<file path="src/rtl/uart_pkg.sv">
// Shared constants for the UART transmit-side blocks: byte width and arbiter FSM encoding.
package uart_pkg;

  localparam int BYTE_W = 8;

  localparam logic [1:0] S_IDLE    = 2'd0;
  localparam logic [1:0] S_ISSUE   = 2'd1;
  localparam logic [1:0] S_WAIT_HI = 2'd2;
  localparam logic [1:0] S_WAIT_LO = 2'd3;

endpackage

</file>
<file path="src/rtl/rr_picker.sv">
// Combinational rotating-priority search: first set bit of i_valid at or above i_ptr, wrapping.
module rr_picker #(
  parameter int N  = 4,
  parameter int IW = (N > 1) ? $clog2(N) : 1
) (
  input  logic [N-1:0]  i_valid,
  input  logic [IW-1:0] i_ptr,
  output logic          o_found,
  output logic [IW-1:0] o_idx
);

  // Walk offsets from farthest to nearest so the nearest set bit wins.
  always_comb begin
    int w_j;
    o_found = 1'b0;
    o_idx   = '0;
    w_j     = 0;
    for (int i = N - 1; i >= 0; i--) begin
      w_j     = (int'(i_ptr) + i) % N;
      o_found = o_found | i_valid[IW'(w_j)];
      o_idx   = i_valid[IW'(w_j)] ? IW'(w_j) : o_idx;
    end
  end

endmodule

</file>
<file path="src/rtl/uart_tx_arbiter.sv">
// Round-robin scheduler sharing one UART transmitter among NUM_REQ byte producers,
// with packet locking and a busy-rise timeout.
module uart_tx_arbiter
  import uart_pkg::*;
#(
  parameter int NUM_REQ      = 4,
  parameter int BUSY_TIMEOUT = 15
) (
  input  logic                       clk,
  input  logic                       rst_n,
  input  logic [NUM_REQ-1:0]         req_valid,
  input  logic [BYTE_W*NUM_REQ-1:0]  req_data,
  input  logic [NUM_REQ-1:0]         req_last,
  output logic [NUM_REQ-1:0]         req_ready,
  output logic [BYTE_W-1:0]          tx_data,
  output logic                       tx_wr_en,
  input  logic                       tx_busy,
  output logic [$clog2(NUM_REQ)-1:0] grant_id,
  output logic                       lock,
  output logic                       timeout_err
);

  localparam int GW = $clog2(NUM_REQ);
  localparam int CW = $clog2(BUSY_TIMEOUT) + 1;
  localparam logic [CW-1:0]      TO_LAST = CW'(BUSY_TIMEOUT - 1);
  localparam logic [NUM_REQ-1:0] ONE     = NUM_REQ'(1);

  logic [1:0]         r_state;
  logic [GW-1:0]      r_rr_ptr;
  logic [CW-1:0]      r_cnt;
  logic [NUM_REQ-1:0] r_req_ready;
  logic [BYTE_W-1:0]  r_tx_data;
  logic               r_tx_wr_en;
  logic [GW-1:0]      r_grant_id;
  logic               r_lock;
  logic               r_timeout_err;

  logic [BYTE_W-1:0]  w_bytes [NUM_REQ];
  logic [NUM_REQ-1:0] w_elig;
  logic               w_found;
  logic [GW-1:0]      w_idx;
  logic [GW-1:0]      w_next_ptr;

  for (genvar g = 0; g < NUM_REQ; g++) begin : g_bytes
    assign w_bytes[g] = req_data[g*BYTE_W +: BYTE_W];
  end

  // While a packet is open only its owner may be picked.
  assign w_elig     = r_lock ? (req_valid & (ONE << r_grant_id)) : req_valid;
  assign w_next_ptr = (int'(w_idx) == NUM_REQ - 1) ? '0 : w_idx + GW'(1);

  rr_picker #(.N(NUM_REQ), .IW(GW)) u_picker (
    .i_valid (w_elig),
    .i_ptr   (r_rr_ptr),
    .o_found (w_found),
    .o_idx   (w_idx)
  );

  // Arbiter FSM: accept, strobe, then follow tx_busy through the frame.
  always_ff @(posedge clk or negedge rst_n) begin
    if (!rst_n) begin
      r_state       <= S_IDLE;
      r_rr_ptr      <= '0;
      r_cnt         <= '0;
      r_req_ready   <= '0;
      r_tx_data     <= 8'h00;
      r_tx_wr_en    <= 1'b0;
      r_grant_id    <= '0;
      r_lock        <= 1'b0;
      r_timeout_err <= 1'b0;
    end else begin
      r_req_ready   <= '0;
      r_tx_wr_en    <= 1'b0;
      r_timeout_err <= 1'b0;
      case (r_state)
        S_IDLE: begin
          if (!tx_busy && w_found) begin
            r_req_ready <= ONE << w_idx;
            r_tx_data   <= w_bytes[w_idx];
            r_grant_id  <= w_idx;
            r_lock      <= ~req_last[w_idx];
            if (req_last[w_idx]) r_rr_ptr <= w_next_ptr;
            r_state     <= S_ISSUE;
          end
        end
        S_ISSUE: begin
          r_tx_wr_en <= 1'b1;
          r_cnt      <= '0;
          r_state    <= S_WAIT_HI;
        end
        S_WAIT_HI: begin
          if (tx_busy) begin
            r_state <= S_WAIT_LO;
          end else if (r_cnt == TO_LAST) begin
            // Byte is dropped; the packet is abandoned so the grant is released.
            r_timeout_err <= 1'b1;
            r_lock        <= 1'b0;
            r_state       <= S_IDLE;
          end else begin
            r_cnt <= r_cnt + CW'(1);
          end
        end
        S_WAIT_LO: begin
          if (!tx_busy) r_state <= S_IDLE;
        end
        default: r_state <= S_IDLE;
      endcase
    end
  end

  assign req_ready   = r_req_ready;
  assign tx_data     = r_tx_data;
  assign tx_wr_en    = r_tx_wr_en;
  assign grant_id    = r_grant_id;
  assign lock        = r_lock;
  assign timeout_err = r_timeout_err;

endmodule

</file>
<file path="config.mk">
export PLATFORM = sky130hd
export DESIGN_NAME = uart_tx_arbiter
export DESIGN_NICKNAME = d
export VERILOG_FILES = /design/src/rtl/uart_pkg.sv /design/src/rtl/rr_picker.sv /design/src/rtl/uart_tx_arbiter.sv
export SDC_FILE = /design/constraint.sdc
export NUM_CORES = 1
export LEC_CHECK = 0
export CORE_MARGIN = 5
export CORE_UTILIZATION = 40
export CTS_BUF_LIST = sky130_fd_sc_hd__clkbuf_4 sky130_fd_sc_hd__clkbuf_8
export DETAILED_ROUTE_END_ITERATION = 12
export GPL_TIMING_DRIVEN = 1
export PLACE_DENSITY_LB_ADDON = 0.15
export SYNTH_ARGS = -nofsm -noshare
export SYNTH_HDL_FRONTEND = slang
export SYNTH_SLANG_ARGS = --single-unit
export TNS_END_PERCENT = 10
</file>
<file path="constraint.sdc">
create_clock -name clk -period 7.5 [get_ports clk]
set_input_delay 1.5 -clock clk [delete_from_list [all_inputs] [get_ports clk]]
set_output_delay 1.5 -clock clk [all_outputs]
set_load 0.005 [all_outputs]
</file>
-- Word-level counts from Yosys, hierarchy flattened
Index checks and enable logic that the tools add are counted.
Widths: inputs -> output; s select.
- bits in registers: 26
- latch bits: 0
- RAM bits: 0
- bits in read-only memories: 0
- bits of input ports: 43
- output and inout bits: 17
- logic and storage cells: 90
- memories: 0
- add/subtract/negate cells: 5
- multipliers: 0
- divide/modulo/power cells: 0
- order comparisons: 6
- equality and inequality tests: 11
- shift-type cells: 2
- multiplexer cells: 41
- bitwise operators: 6
- reduce and logical (&&, ||, !) cells: 10
- operator list (cell ; count):
    $mux 2 ; 9
    $bmux 8 s2 ; 1
    $lt 2x4->1 const B ; 4
    $mux 1 ; 16
    $mux 8 ; 2
    $mux 4 ; 3
    $bmux 1 s2 ; 5
    $mux 5 ; 2
    $ne 2x2->1 const B ; 5
    $pmux 5 s2 ; 1
    $reduce_and 3->1 ; 3
    $pmux 2 s4 ; 1
    $shl 1x2->4 const A ; 2
    $add 5x1->5 const B ; 1
    $eq 5x4->1 const B ; 1
    $add 2x1->2 const B ; 2
    $add 2x2->2 const B ; 2
    $and 4x4->4 ; 1
    $eq 2x1->1 const B ; 2
    $eq 2x2->1 const B ; 2
    $reduce_and 4->1 ; 1
    $reduce_bool 2->1 ; 2
    $ge 3x3->1 const B ; 1
    $lt 2x3->1 const B ; 1
    9 further kinds ; 11

-- Logic depth before layout (Yosys ltp)
- depth after elaboration: 15
- gate-level depth with buffers: 12
- mapped depth without buffers: 8

-- By module
Synthesis repeated with hierarchy kept, for this count alone.
- cells, all modules: 142
- area, all modules: 1502.7 µm²
- modules (own cells, without submodules) (module ; times used ; cells each ; area each (µm²) ; sequential area each (µm²)):
    uart_tx_arbiter ; 1 ; 129 ; 1425.1 ; 650.6
    rr_picker ; 1 ; 13 ; 77.6 ; 0.0

-- Worst setup path before layout
OpenSTA, ideal clock, no wires.
- path type: input to register
- start point: in req_valid[0]
- end point: reg r_rr_ptr[1]
- library setup time: 125 ps
- arrival: 3528 ps
- required time: 7375 ps
- slack: 3847 ps
- stages: 8
- path buffers: 0
- cells stage by stage: mux2_4 -> a211oi_2 -> o21ai_2 -> a21oi_2 -> a2bb2oi_2 -> mux4_1 -> nand2_2 -> mux2_4
- cells in the longest elaborated chain, start to end: 12
- elaborated cells between the ends (all ways): 28
- classes of those cells: add/sub (1); eq/ne (1); mux (20); bitwise (4); reduce/logical (2)
- ends and longest elaborated chain (item ; line ; RTL):
    start: declaration ; uart_tx_arbiter.sv:11 ; input logic [NUM_REQ-1:0] req_valid,
    $and 4x4->4 ; uart_tx_arbiter.sv:49 ; assign w_elig = r_lock ? (req_valid & (ONE << r_grant_id)) : req_valid;
    $mux 4 * ; uart_tx_arbiter.sv:49 ;
    $bmux 1 s2 ; rr_picker.sv:21 ; o_idx = i_valid[IW'(w_j)] ? IW'(w_j) : o_idx;
    $mux 1 (implied by the code) (2 in a row) ; rr_picker.sv:21 ;
    $mux 2 (3 in a row) ; rr_picker.sv:21 ;
    $mux 2 * ; rr_picker.sv:21 ;
    via u_picker.o_idx[1] ; rr_picker.sv:9 ; output logic [IW-1:0] o_idx
    $bmux 1 s2 ; uart_tx_arbiter.sv:82 ; if (req_last[w_idx]) r_rr_ptr <= w_next_ptr;
    $mux 1 (implied by the code) ; uart_tx_arbiter.sv:82 ;
    $reduce_and 3->1 (no line) ; n/a ;
    end signal: assignment ; uart_tx_arbiter.sv:82 ;
    end: declaration ; uart_tx_arbiter.sv:29 ; logic [GW-1:0] r_rr_ptr;
The timed path passes the listed nets; every way through them passes the cells marked *. The select of a mux whose other input is x is not followed.
A chain may end at the register's enable or synchronous reset.

-- Worst setup path in the final report
- start point: in req_valid[1]
- end point: reg r_rr_ptr[1]
- cells in the longest elaborated chain, start to end: 12
- elaborated cells between the ends (all ways): 28
- classes of those cells: add/sub (1); eq/ne (1); mux (20); bitwise (4); reduce/logical (2)
- ends and longest elaborated chain (item ; line):
    $and 4x4->4 ; uart_tx_arbiter.sv:49
    $mux 4 * ; uart_tx_arbiter.sv:49
    $bmux 1 s2 ; rr_picker.sv:20, rr_picker.sv:21
    $mux 1 (implied by the code) (2 in a row) ; rr_picker.sv:20, rr_picker.sv:21
    $mux 2 (4 in a row) ; rr_picker.sv:21
    $bmux 1 s2 ; uart_tx_arbiter.sv:82
    $mux 1 (implied by the code) ; uart_tx_arbiter.sv:82
    $reduce_and 3->1 (no line) ; n/a
Every way passes the cells marked *; elsewhere a longest branch is shown, timed or not. The select of a mux whose other input is x is not followed.

==> results.cfg <==
[clocking]
ctsResizeCount = 0
cts_tree = built
clock_latency_ns = 0.27
clkSinkCount = 26
cts_root_buf = clkbuf_8
cts.hold.buffers_added = 0
clockBufferDepth = 2
cts_buffers = 3
htree_levels = 1
postCtsSetupBuffers = 0
cts.clk_slew.worst_paths_ns = 0.09

[synthesis]
synth_edf_count = 0
synth_simple_gate_area_frac = 0.1394
ys.flop_type = dfrtp_1
synth_compound_area_frac = 0.1150
ys_seq_elements = 26
synthCells = 152
synth.avg_cell_area_um2 = 11.16
synth_fp_nets = 201
synth_top_family_by_area = multiplexers
async_flop_share = 1.000
ys_seq_area_frac = 0.3835
ys_warn_count = 0
syn_area_mm2 = 0.001697
synth_cell_types = 44
synth_top_area_cell = dfrtp_1
synth-xor-area-share = 0.005162
synthMuxAreaShare = 0.2677
synthAdderAreaFrac = 0.04425
synth_area_leaders = dfrtp_1 (38%), mux2i_1 (16%), mux2_2 (5.3%)
synth_top_area_frac = 0.3835

[floorplanning]
io_pins = 60
die_w_um = 75.13
core_mm2 = 0.004058
dieArea_mm2 = 0.005644
rows = 23
die_h_um = 75.13
initial_utilization = 0.4181

[timing]
fin_skew_ns = 0.004033
slew_viol_final = 0
hold_ws_ns = 0.4978
worst-slew-pin-transition_ns = 1.057
fin_ws_ns = 2.997
fin_crit_ns = 4.503
maxSlewHeadroom = 0.2902
grt_setup_unrepaired = false
finalCritPeriodShare = 0.6004
finalHoldViolations = 0
tns_ns = 0
max_freq_mhz = 222.1
finalSetupViolations = 0

[global_routing]
grt-ovfl-total = 0
grt_pass1_vias = 1406
grt_max_degree = 27
grt_pass1_wl_um = 6596
antenna_found_initial = 0
grt_use_total = 0.1514

[pwr]
power_w = 0.0008879
power_density_mw_per_mm2 = 375.9
p_clk_frac = 0.100
seqPwrFrac = 0.294
switching_share = 0.3969
power_leakage_nw = 1.064
p_switching_w = 0.0003524
p_comb_frac = 0.606
p_int_w = 0.0005355
irDropWorstVdd_uv = 175.0

[run_status]
status = finished clean

[placement]
numPortBuffers = 59
routabilityCongestion = 0.8035
dp_slack_ns = 2.685
hpwl_um = 3160

[cells_and_area]
fillers = 346
drive_gt1_frac = 0.1244
syn2layout_area_growth_pct = 39.23
nets = 259
antenna_cells = 0
final_util = 0.5822

[worst_setup_path]
cp-start-kind = input port
crit_path_end_kind = register
crit_type = in2reg
arrival_ns = 4.66
cp_max_fo = 21
crit_required_ns = 7.66

[routing]
wl_per_cell_um = 15.32
drt_wl_total_um = 3968
vias = 1356
final_antenna_net_count = 0
drtPass1Iterations = 4
drt_iter0_markers = 72
viasPerCell = 5.236
drc = 0

[job]
maxCapViolCount = 0

[min_path]
min_path_type = reg2reg
==> layer usage <==
metal	track usage	vias up	routed length (um)
met1	0.1860	647	1612
met3	0.02804	2	192
met4	0.04545	0	20
li1	-	674	-
met5	0	-	0
met2	0.2679	33	2143
==> metrics by stage <==
step | cell area, um2 | cells
floorplan | 1697 | 152
global placement | 2307 | 255
detailed placement | 2307 | 255
CTS | 2362 | 259
global route | 2362 | 259
finish | 2362 | 259
==> final cells by class <==
cell class | count | area [um2] | area share
multi-input combinational | 112 | 969.7 | 0.4105
sequential | 26 | 650.6 | 0.2754
timing repair buffer | 60 | 598.1 | 0.2532
tap | 50 | 62.56 | 0.02648
clock buffer | 4 | 55.05 | 0.02331
inverter | 7 | 26.28 | 0.01112
==> power by group through the flow <==
stage                     logic [W]  registers [W]  clock network (W)
after floorplan            0.000413       0.000236                  0
after global routing       0.000592       0.000271          0.0000975
after detailed placement   0.000547       0.000263                  0
after global placement     0.000526       0.000257                  0
final                      0.000538       0.000261          0.0000888
after CTS                  0.000548       0.000260          0.0000930
==> state kept, by name (all words and copies together), names as in the netlist <==
name and cells:
timeout_err 1, req_ready 4, r_rr_ptr 2, r_cnt 5, r_state 2, grant_id 2, tx_data 8, lock 1
tx_wr_en 1
==> final timing paths <==
check,startpoint,end,slack (ns),cells past startpoint
max,req_valid[1],r_rr_ptr[1],3.00,9
min,r_cnt[4],r_cnt[4],0.50,1
max reg2reg,r_rr_ptr[0],r_rr_ptr[1],3.96,8
min reg2reg,r_cnt[4],r_cnt[4],0.50,1
max in group asynchronous,rst_n,grant_id[1],5.67,2
min in group asynchronous,rst_n,tx_data[0],1.58,2
==> worst max-delay path, cell delays in order <==
cell and delay [ns]:
clkdlybuf4s50_1 0.49, mux2_4 0.31, a211oi_2 0.37, nor3_1 0.08, a211o_1 0.28, nand2_1 0.75, mux4_1 0.45, nand2_2 0.12
mux2_4 0.30
==> Yosys cell counts (3+ instances only) <==
cell type / instances
mux2_4: 3
and2_1: 4
inv_1: 5
nor2_1: 9
ha_1: 6
o21ai_1: 3
o21ai_0: 6
dfrtp_1: 26
nand2_1: 7
mux2_2: 8
mux2i_1: 27
a21oi_1: 3
==> layout by cell type (no fill, tap or decap), types with 3 or more instances in the layout <==
cell type | Yosys | routed
a21oi_1 | 3 | 3
clkbuf_8 | 0 | 4
mux2_2 | 8 | 8
mux2i_1 | 27 | 27
inv_1 | 5 | 5
nor2_1 | 9 | 9
nand2_1 | 7 | 7
o21ai_1 | 3 | 3
clkdlybuf4s50_1 | 0 | 59
o21ai_0 | 6 | 6
mux2_4 | 3 | 3
and2_1 | 4 | 4
dfrtp_1 | 26 | 26
ha_1 | 6 | 6
==> cells by family (layout without fill, tap and decap cells) <==
| logic type | count (synthesis) | in the layout |
|---|---|---|
| xor gates and xnor gates | 1 | 1 |
| muxes | 41 | 41 |
| and+or+nand+nor | 38 | 38 |
| adders and majority gates | 6 | 6 |
| DFF | 26 | 26 |
| buffers and inverters | 14 | 71 |
| AOI/OAI and AO/OA | 26 | 26 |
No activity file was read; power rests on OpenSTA's default activity.
